<file path="src/rtl/alu_share_pkg.sv">
// alu_share_pkg: opcode type, datapath widths and the shared ALU function
// used by alu_share_arbiter.
package alu_share_pkg;

    localparam int OPND_W = 32;
    localparam int RES_W  = 64;
    localparam int CNT_W  = 16;

    typedef enum logic [1:0] {
        ALU_ADD       = 2'd0,
        ALU_SUB       = 2'd1,
        ALU_2A_PLUS_B = 2'd2,
        ALU_B_MINUS_A = 2'd3
    } alu_op_e;

    typedef struct packed {
        alu_op_e           op;
        logic [OPND_W-1:0] a;
        logic [OPND_W-1:0] b;
    } alu_req_t;

    function automatic logic [RES_W-1:0] alu_compute(
        input alu_op_e           op,
        input logic [OPND_W-1:0] a,
        input logic [OPND_W-1:0] b
    );
        logic [RES_W-1:0] ea;
        logic [RES_W-1:0] eb;
        logic [RES_W-1:0] z;
        ea = {{(RES_W-OPND_W){1'b0}}, a};
        eb = {{(RES_W-OPND_W){1'b0}}, b};
        unique case (op)
            ALU_ADD:       z = ea + eb;
            ALU_SUB:       z = ea - eb;
            ALU_2A_PLUS_B: z = (ea << 1) + eb;
            ALU_B_MINUS_A: z = eb - ea;
            default:       z = '0;
        endcase
        return z;
    endfunction

    function automatic logic [CNT_W-1:0] sat_inc(input logic [CNT_W-1:0] v);
        return (&v) ? v : v + 1'b1;
    endfunction

endpackage

</file>
<file path="src/rtl/rr_arbiter.sv">
// rr_arbiter: combinational round-robin grant with a registered pointer
// that moves just past the winner on every accepted grant.
module rr_arbiter #(
    parameter int N  = 4,
    parameter int IW = $clog2(N)
) (
    input  logic          clk,
    input  logic          reset,
    input  logic [N-1:0]  req,
    input  logic          enable,
    input  logic          advance,
    output logic [N-1:0]  grant,
    output logic [IW-1:0] grant_idx
);

    logic [IW-1:0] ptr_q;
    logic [IW-1:0] ptr_d;
    logic [IW:0]   cand;
    logic          found;

    // Scan N candidates starting at the pointer, wrapping modulo N.
    always_comb begin
        grant     = '0;
        grant_idx = '0;
        found     = 1'b0;
        cand      = '0;
        for (int k = 0; k < N; k++) begin
            cand = {1'b0, ptr_q} + (IW+1)'(k);
            if (cand >= (IW+1)'(N)) begin
                cand = cand - (IW+1)'(N);
            end
            if (enable && !found && req[cand[IW-1:0]]) begin
                found                  = 1'b1;
                grant_idx              = cand[IW-1:0];
                grant[cand[IW-1:0]]    = 1'b1;
            end
        end
    end

    always_comb begin
        ptr_d = ptr_q;
        if (advance) begin
            if (grant_idx == IW'(N-1)) begin
                ptr_d = '0;
            end else begin
                ptr_d = grant_idx + 1'b1;
            end
        end
    end

    always_ff @(posedge clk or posedge reset) begin
        if (reset) begin
            ptr_q <= '0;
        end else begin
            ptr_q <= ptr_d;
        end
    end

endmodule

</file>
<file path="src/rtl/alu_share_arbiter.sv">
// alu_share_arbiter: round-robin sharing of one 4-function ALU behind a
// two-stage pipeline. Optional counters: define ALU_SHARE_ARBITER_STATS_EN.
module alu_share_arbiter
    import alu_share_pkg::*;
#(
    parameter int NUM_REQ = 4,
    parameter int ID_W    = $clog2(NUM_REQ)
) (
    input  logic                      clk,
    input  logic                      reset,
    input  logic [NUM_REQ-1:0]        req_valid,
    output logic [NUM_REQ-1:0]        req_ready,
    input  logic [NUM_REQ*2-1:0]      req_op,
    input  logic [NUM_REQ*OPND_W-1:0] req_a,
    input  logic [NUM_REQ*OPND_W-1:0] req_b,
    output logic                      resp_valid,
    input  logic                      resp_ready,
    output logic [ID_W-1:0]           resp_id,
    output logic [RES_W-1:0]          resp_z
`ifdef ALU_SHARE_ARBITER_STATS_EN
    ,
    output logic [NUM_REQ*CNT_W-1:0]  grant_cnt,
    output logic [CNT_W-1:0]          stall_cnt
`endif
);

    logic               adv1;
    logic               adv2;
    logic               arb_en;
    logic               hs;
    logic [NUM_REQ-1:0] grant;
    logic [ID_W-1:0]    gidx;
    alu_req_t           sel_req;

    logic               s1_vld_q;
    logic               s1_vld_d;
    alu_req_t           s1_req_q;
    alu_req_t           s1_req_d;
    logic [ID_W-1:0]    s1_id_q;
    logic [ID_W-1:0]    s1_id_d;

    logic               s2_vld_q;
    logic               s2_vld_d;
    logic [RES_W-1:0]   s2_z_q;
    logic [RES_W-1:0]   s2_z_d;
    logic [ID_W-1:0]    s2_id_q;
    logic [ID_W-1:0]    s2_id_d;

    assign adv2   = !s2_vld_q || resp_ready;
    assign adv1   = !s1_vld_q || adv2;
    // No grant may be offered while reset is held.
    assign arb_en = adv1 && !reset;

    rr_arbiter #(
        .N  (NUM_REQ),
        .IW (ID_W)
    ) u_rr (
        .clk       (clk),
        .reset     (reset),
        .req       (req_valid),
        .enable    (arb_en),
        .advance   (hs),
        .grant     (grant),
        .grant_idx (gidx)
    );

    assign req_ready = grant;
    assign hs        = |(grant & req_valid);

    always_comb begin
        sel_req.op = alu_op_e'(req_op[int'(gidx)*2 +: 2]);
        sel_req.a  = req_a[int'(gidx)*OPND_W +: OPND_W];
        sel_req.b  = req_b[int'(gidx)*OPND_W +: OPND_W];
    end

    always_comb begin
        s1_vld_d = s1_vld_q;
        s1_req_d = s1_req_q;
        s1_id_d  = s1_id_q;
        if (adv1) begin
            s1_vld_d = hs;
            if (hs) begin
                s1_req_d = sel_req;
                s1_id_d  = gidx;
            end
        end
    end

    always_comb begin
        s2_vld_d = s2_vld_q;
        s2_z_d   = s2_z_q;
        s2_id_d  = s2_id_q;
        if (adv2) begin
            s2_vld_d = s1_vld_q;
            if (s1_vld_q) begin
                s2_z_d  = alu_compute(s1_req_q.op, s1_req_q.a, s1_req_q.b);
                s2_id_d = s1_id_q;
            end
        end
    end

    always_ff @(posedge clk or posedge reset) begin
        if (reset) begin
            s1_vld_q <= 1'b0;
            s1_req_q <= '0;
            s1_id_q  <= '0;
            s2_vld_q <= 1'b0;
            s2_z_q   <= '0;
            s2_id_q  <= '0;
        end else begin
            s1_vld_q <= s1_vld_d;
            s1_req_q <= s1_req_d;
            s1_id_q  <= s1_id_d;
            s2_vld_q <= s2_vld_d;
            s2_z_q   <= s2_z_d;
            s2_id_q  <= s2_id_d;
        end
    end

    assign resp_valid = s2_vld_q;
    assign resp_id    = s2_id_q;
    assign resp_z     = s2_z_q;

`ifdef ALU_SHARE_ARBITER_STATS_EN
    logic [NUM_REQ-1:0][CNT_W-1:0] gcnt_q;
    logic [NUM_REQ-1:0][CNT_W-1:0] gcnt_d;
    logic [CNT_W-1:0]              stall_q;
    logic [CNT_W-1:0]              stall_d;

    always_comb begin
        gcnt_d  = gcnt_q;
        stall_d = stall_q;
        for (int i = 0; i < NUM_REQ; i++) begin
            if (grant[i] && req_valid[i]) begin
                gcnt_d[i] = sat_inc(gcnt_q[i]);
            end
        end
        if (resp_valid && !resp_ready) begin
            stall_d = sat_inc(stall_q);
        end
    end

    always_ff @(posedge clk or posedge reset) begin
        if (reset) begin
            gcnt_q  <= '0;
            stall_q <= '0;
        end else begin
            gcnt_q  <= gcnt_d;
            stall_q <= stall_d;
        end
    end

    assign grant_cnt = gcnt_q;
    assign stall_cnt = stall_q;
`endif

endmodule

</file>
<file path="config.mk">
export PLATFORM = sky130hd
export DESIGN_NAME = alu_share_arbiter
export DESIGN_NICKNAME = d
export VERILOG_FILES = /design/src/rtl/alu_share_pkg.sv /design/src/rtl/rr_arbiter.sv /design/src/rtl/alu_share_arbiter.sv
export SDC_FILE = /design/constraint.sdc
export NUM_CORES = 1
export LEC_CHECK = 0
export BUFFER_PORTS_ARGS = -buffer_cell sky130_fd_sc_hd__buf_2
export CAP_MARGIN = 40
export CORE_MARGIN = 1.5
export CORE_UTILIZATION = 56
export DETAILED_ROUTE_END_ITERATION = 7
export HOLD_SLACK_MARGIN = 0.06
export PLACE_DENSITY_LB_ADDON = 0.08
export SYNTH_ARGS = -nofsm -noshare
export SYNTH_HDL_FRONTEND = slang
export SYNTH_SLANG_ARGS = --single-unit
</file>
<file path="constraint.sdc">
create_clock -name clk -period 9.1 [get_ports clk]
set_clock_uncertainty 0.15 [all_clocks]
set_input_delay 1.82 -clock clk [delete_from_list [all_inputs] [get_ports clk]]
set_output_delay 1.82 -clock clk [all_outputs]
set_load 0.01 [all_outputs]
</file>
# After elaboration in Yosys (flattened, before gate mapping)
# Cells that the tools add are included.
# word_totals
register_bits	138
inputBits	271
output_inout_bits	71
word_cells	101
# classes
addsub	12
magnitude_cmp	12
n_eq_ne	4
n_shift	3
mux	33
bitwise	4
n_reduce_logical	24
# op_table
cell	n
$pmux 64 s4	1
$shiftx 128x8->32	2
$sub 32x32->33	2
$add 33x32->34	1
$add 32x32->33	1
$mux 2	9
$mux 4	4
$logic_and 1x1->1	12
$lt 2x3->1 const B	4
$or 4x4->4	3
$mux 1	11
$ge 3x3->1 const B	3
$bmux 1 s2	4
$demux 1 s2	4
$ge 2x1->1 const B	4
$shiftx 8x4->2	1
$sub 2x1->2 const B	4
$add 2x2->3 const B	2
$eq 2x2->1 const B	3
$logic_not 1->1	6
$and 4x4->4	1
$reduce_and 2->1	2
$reduce_or 4->1	1
$add 2x1->3 const B	1
other kinds (5)	6

# Logic depth before layout (Yosys ltp)
# depth
depth_word	21
ltp_mapped	17
depth_no_buf	14

# Modules after synthesis
# A second synthesis with hierarchy kept.
# hier_totals
hier_cells	1664
area_unflattened_um2	13629.3
# modules_own_cells
mod	n_inst	cells_per_inst	area_per_inst_um2	seq_area_each_um2
alu_share_arbiter	1	1589	12979.9	2677.6
rr_arbiter	1	75	649.4	50.0

# Least setup slack after synthesis
# Ideal clock, no wire load.
# synth_path
path_type	input to output
from	in reset
to	out req_ready[2]
arrival_time_ps	5664
t_required_ps	7130
setup_slack_ps	1466
cell_stages	4
n_path_buf	0
path_cell_list	inv_1 -> nand2_1 -> nor4_1 -> a221o_1
# synth_via
elab_chain_cells	16
# synth_lines
item	line	text
from (decl)	alu_share_arbiter.sv:10	input logic reset,
$logic_not 1->1 (no line) *	-	
$logic_and 1x1->1 *	alu_share_arbiter.sv:52	assign arb_en = adv1 && !reset;
$logic_and 1x1->1	rr_arbiter.sv:32	if (enable && !found && req[cand[IW-1:0]]) begin
$mux 1	rr_arbiter.sv:32	
$logic_not 1->1	rr_arbiter.sv:32	
$logic_and 1x1->1 (2 in series)	rr_arbiter.sv:32	
$mux 1	rr_arbiter.sv:32	
$logic_not 1->1	rr_arbiter.sv:32	
$logic_and 1x1->1 (2 in series)	rr_arbiter.sv:32	
$mux 1	rr_arbiter.sv:32	
$logic_not 1->1	rr_arbiter.sv:32	
$logic_and 1x1->1 (2 in series)	rr_arbiter.sv:32	
$mux 4 *	rr_arbiter.sv:32	
to (decl)	alu_share_arbiter.sv:12	output logic [NUM_REQ-1:0] req_ready,
# Mark *: on every way between the ends. The rest lies on a longest branch, timed or not.

# Final worst setup path
# Same ends and word-level chain as after synthesis.

==> results.tsv <==
metric	value	unit
Syn Nets	2444	
ys async rst share	100.0	%
EDFF count, synth	0	
Mapped Area	13780	um^2
critical path arrival	3.68	ns
Clock Sinks	109	
Post-CTS Setup Repair Bufs	0	
DRT Pass-1 Iters	5	
Chip Width	159.9	um
die area	25560	um^2
Yosys reg bits	109	
Fin Setup TNS	0	ns
fill count	2374	
max-slew violations	0	
CTS root buffer	clkbuf_16	
# DRC	0	
core area	24250	um^2
initial DRC count	1496	
share of cells above drive strength 1	17.43	%
# IOs	342	
critical path class	in2out	
post-detail-place hpwl	37990	um
cell family with most CP delay	compound AO/OA/AOI/OAI gates	
Max-Cap Viols	0	
Final Hold Fails	0	
cell count after synthesis	2034	
first-pass GRT wire length	75620	um
Finished Cell Area	15670	um^2
GRT Util Overall	37.02	%
Die H	159.9	um
syn_area_per_cell	6.775	um^2
hold slack	0.3125	ns
cts hold-fix bufs	0	
Clock Path Buffers	2	
Synth cell types	79	
TritonCTS clock tree	built	
max incr delay on CP	0.46	ns
max frequency	177.1	MHz
crit-path cells	buf_2 > inv_4 > nand2_1 > a211oi_2 > a22o_1 > a221o_1 > buf_2	
actual slew at the worst max-slew pin	0.9268	ns
Max FO, Critical Path	53	
vias in the first global route	14075	
CTS Buf Count	9	
Clock transition at path regs	0.07	ns
vias per inst	5.981	
crit share post-route	62.04	%
Routed WL per cell	18.57	um
Multi-input gate area	9973	um^2
CTS H-tree lvls	3	
Critical Path Slowest Stage Cell	a211oi_2	
max_slew headroom	38.21	%
worst path required time	7.13	ns
ys flop type	dfrtp_1	
endpoints failing setup	0	
placed inst area	15370	um^2
Yosys warning total	0	
Skew-Pair Late Insertion Delay	0.38	ns
routed vias	15479	
Worst setup EP type	output pin	
cell mode on critical path	buf_2	
Port Buf Inserts	341	
RSZ-0062 raised after global routing	no	
initial antenna violation count	6	
register area share after synthesis	19.79	%
largest net degree at the start of global routing	105	
Worst Setup Start Kind	primary input	
status	finished clean	
Nets	2665	
grt ovf	0	
total wire length	48050	um
Initial Util	56.83	%
WP buf/inv	3	
# resized after CTS	0	
routability cong.	0.9651	
area grow syn2layout	13.74	%
Hold WC Path Type	reg2reg	
# rows	57	
remaining antenna violation count	0	
Period minus WS final	5.646	ns
Register Area	2729	um^2
-- placed cells by master (no fill, tap or decap), drive strengths merged, types with 5 or more instances in the layout --
| master | count |
|---|---|
| nand2 | 513 |
| buf | 355 |
| o21ai | 241 |
| a21oi | 137 |
| ha | 135 |
| nor2 | 111 |
| dfrtp | 109 |
| inv | 109 |
| nand3 | 100 |
| xnor2 | 64 |
| a21o | 31 |
| nor3 | 26 |
| a211oi | 25 |
| o21bai | 21 |
| xor2 | 18 |
| mux2i | 17 |
| o211ai | 17 |
| o31ai | 13 |
| a31oi | 13 |
| nand2b | 12 |
| o21a | 10 |
| nor2b | 10 |
| a221oi | 10 |
| or3 | 9 |
| clkbuf | 9 |
| nor4 | 8 |
| a311oi | 8 |
| nand4 | 8 |
| and3 | 7 |
| a22o | 6 |
| a221o | 6 |
| a22oi | 6 |
| and2 | 6 |
| mux2 | 6 |
| a2111oi | 5 |
| o221ai | 5 |
| o31a | 5 |
| a21boi | 5 |
-- cell families after synthesis --
group | Yosys count | share of synthesized area [%]
AOI/OAI and AO/OA | 599 | 26.61
adders and majority gates | 139 | 12.84
and+or+nand+nor | 828 | 25.35
DFF | 109 | 19.79
muxes | 25 | 2.052
buffers and inverters | 252 | 8.145
xor gates and xnor gates | 82 | 5.212
-- state kept, by name (all words and copies together), names as in the netlist --
name,flops
u_rr.ptr_q,2
resp_valid,1
s1_id_q,2
s1_req_q,66
resp_z,35
resp_id,2
s1_vld_q,1
-- worst paths after layout --
check | slack (ns) | to | start | cells past startpoint
setup reg to reg | 4.13 | s1_req_q[6]$_DFFE_PP0P_ | u_rr.ptr_q[0]$_DFFE_PP0P_ | 11
setup / recovery | 3.45 | req_ready[2] | reset | 7
hold / removal | 0.31 | resp_z[18]$_DFFE_PP0P_ | resp_z[18]$_DFFE_PP0P_ | 2
min in group asynchronous | 1.37 | s1_req_q[29]$_DFFE_PP0P_ | reset | 2
hold reg to reg | 0.31 | resp_z[18]$_DFFE_PP0P_ | resp_z[18]$_DFFE_PP0P_ | 2
max in group asynchronous | 6.19 | s1_req_q[65]$_DFFE_PP0P_ | reset | 3
-- area by class of cell --
cell class              instances  area share [%]
inverters                     106           2.555
multi-input cells            1673           63.64
diodes                          4         0.06387
clock buffers                   9           1.437
clock inverters                 7          0.4231
flip-flops and latches        109           17.41
well taps                     324           2.587
repair buffers                356           11.89
-- worst reg2reg max path, delay by kind of cell (launching register included) --
family | cells | cell delay [ns]
simple gates | 1 | 0.26
fa+ha+maj | 1 | 0.50
mux | 1 | 0.60
buf+inv | 3 | 1.36
compound gates | 5 | 1.28
flops | 1 | 0.68
-- metal layers --
metal  wire, um  GRT usage [%]  vias up
li1           -              -     7467
met1      21320          52.60     7138
met2      20720          56.57      777
met3       4810          7.610       91
met4       1151          10.92        6
met5         40              0        -
-- synthesized netlist by cell type, types with 22 or more instances --
| cell type | instances | area share [%] |
|---|---|---|
| nand2_1 | 513 | 14 |
| a21o_1 | 31 | 1.7 |
| inv_1 | 104 | 2.8 |
| buf_2 | 25 | 0.91 |
| a21oi_1 | 137 | 5.0 |
| nand3_1 | 100 | 3.6 |
| buf_4 | 30 | 1.6 |
| dfrtp_1 | 109 | 20 |
| nor2_1 | 111 | 3.0 |
| o21ai_1 | 22 | 0.80 |
| nor3_1 | 26 | 0.94 |
| xnor2_1 | 64 | 4.1 |
| clkbuf_1 | 70 | 1.9 |
| a211oi_1 | 24 | 1.3 |
| ha_1 | 135 | 12 |
| o21ai_0 | 219 | 8.0 |
-- stage by stage --
stage | instances | worst slack, ns | utilization (%)
after CTS | 2584 | 3.414 | 64.59
after floorplan | 2034 | 1.466 | -
after detailed placement | 2568 | 3.403 | 63.39
after global routing | 2587 | 3.245 | 64.62
final | 2588 | 3.454 | 64.63
after global placement | 2565 | 3.472 | 63.12
Power is left out: the tool's default activity adds up to more than one toggle a clock period on the data nets, which glitch-free logic cannot reach.
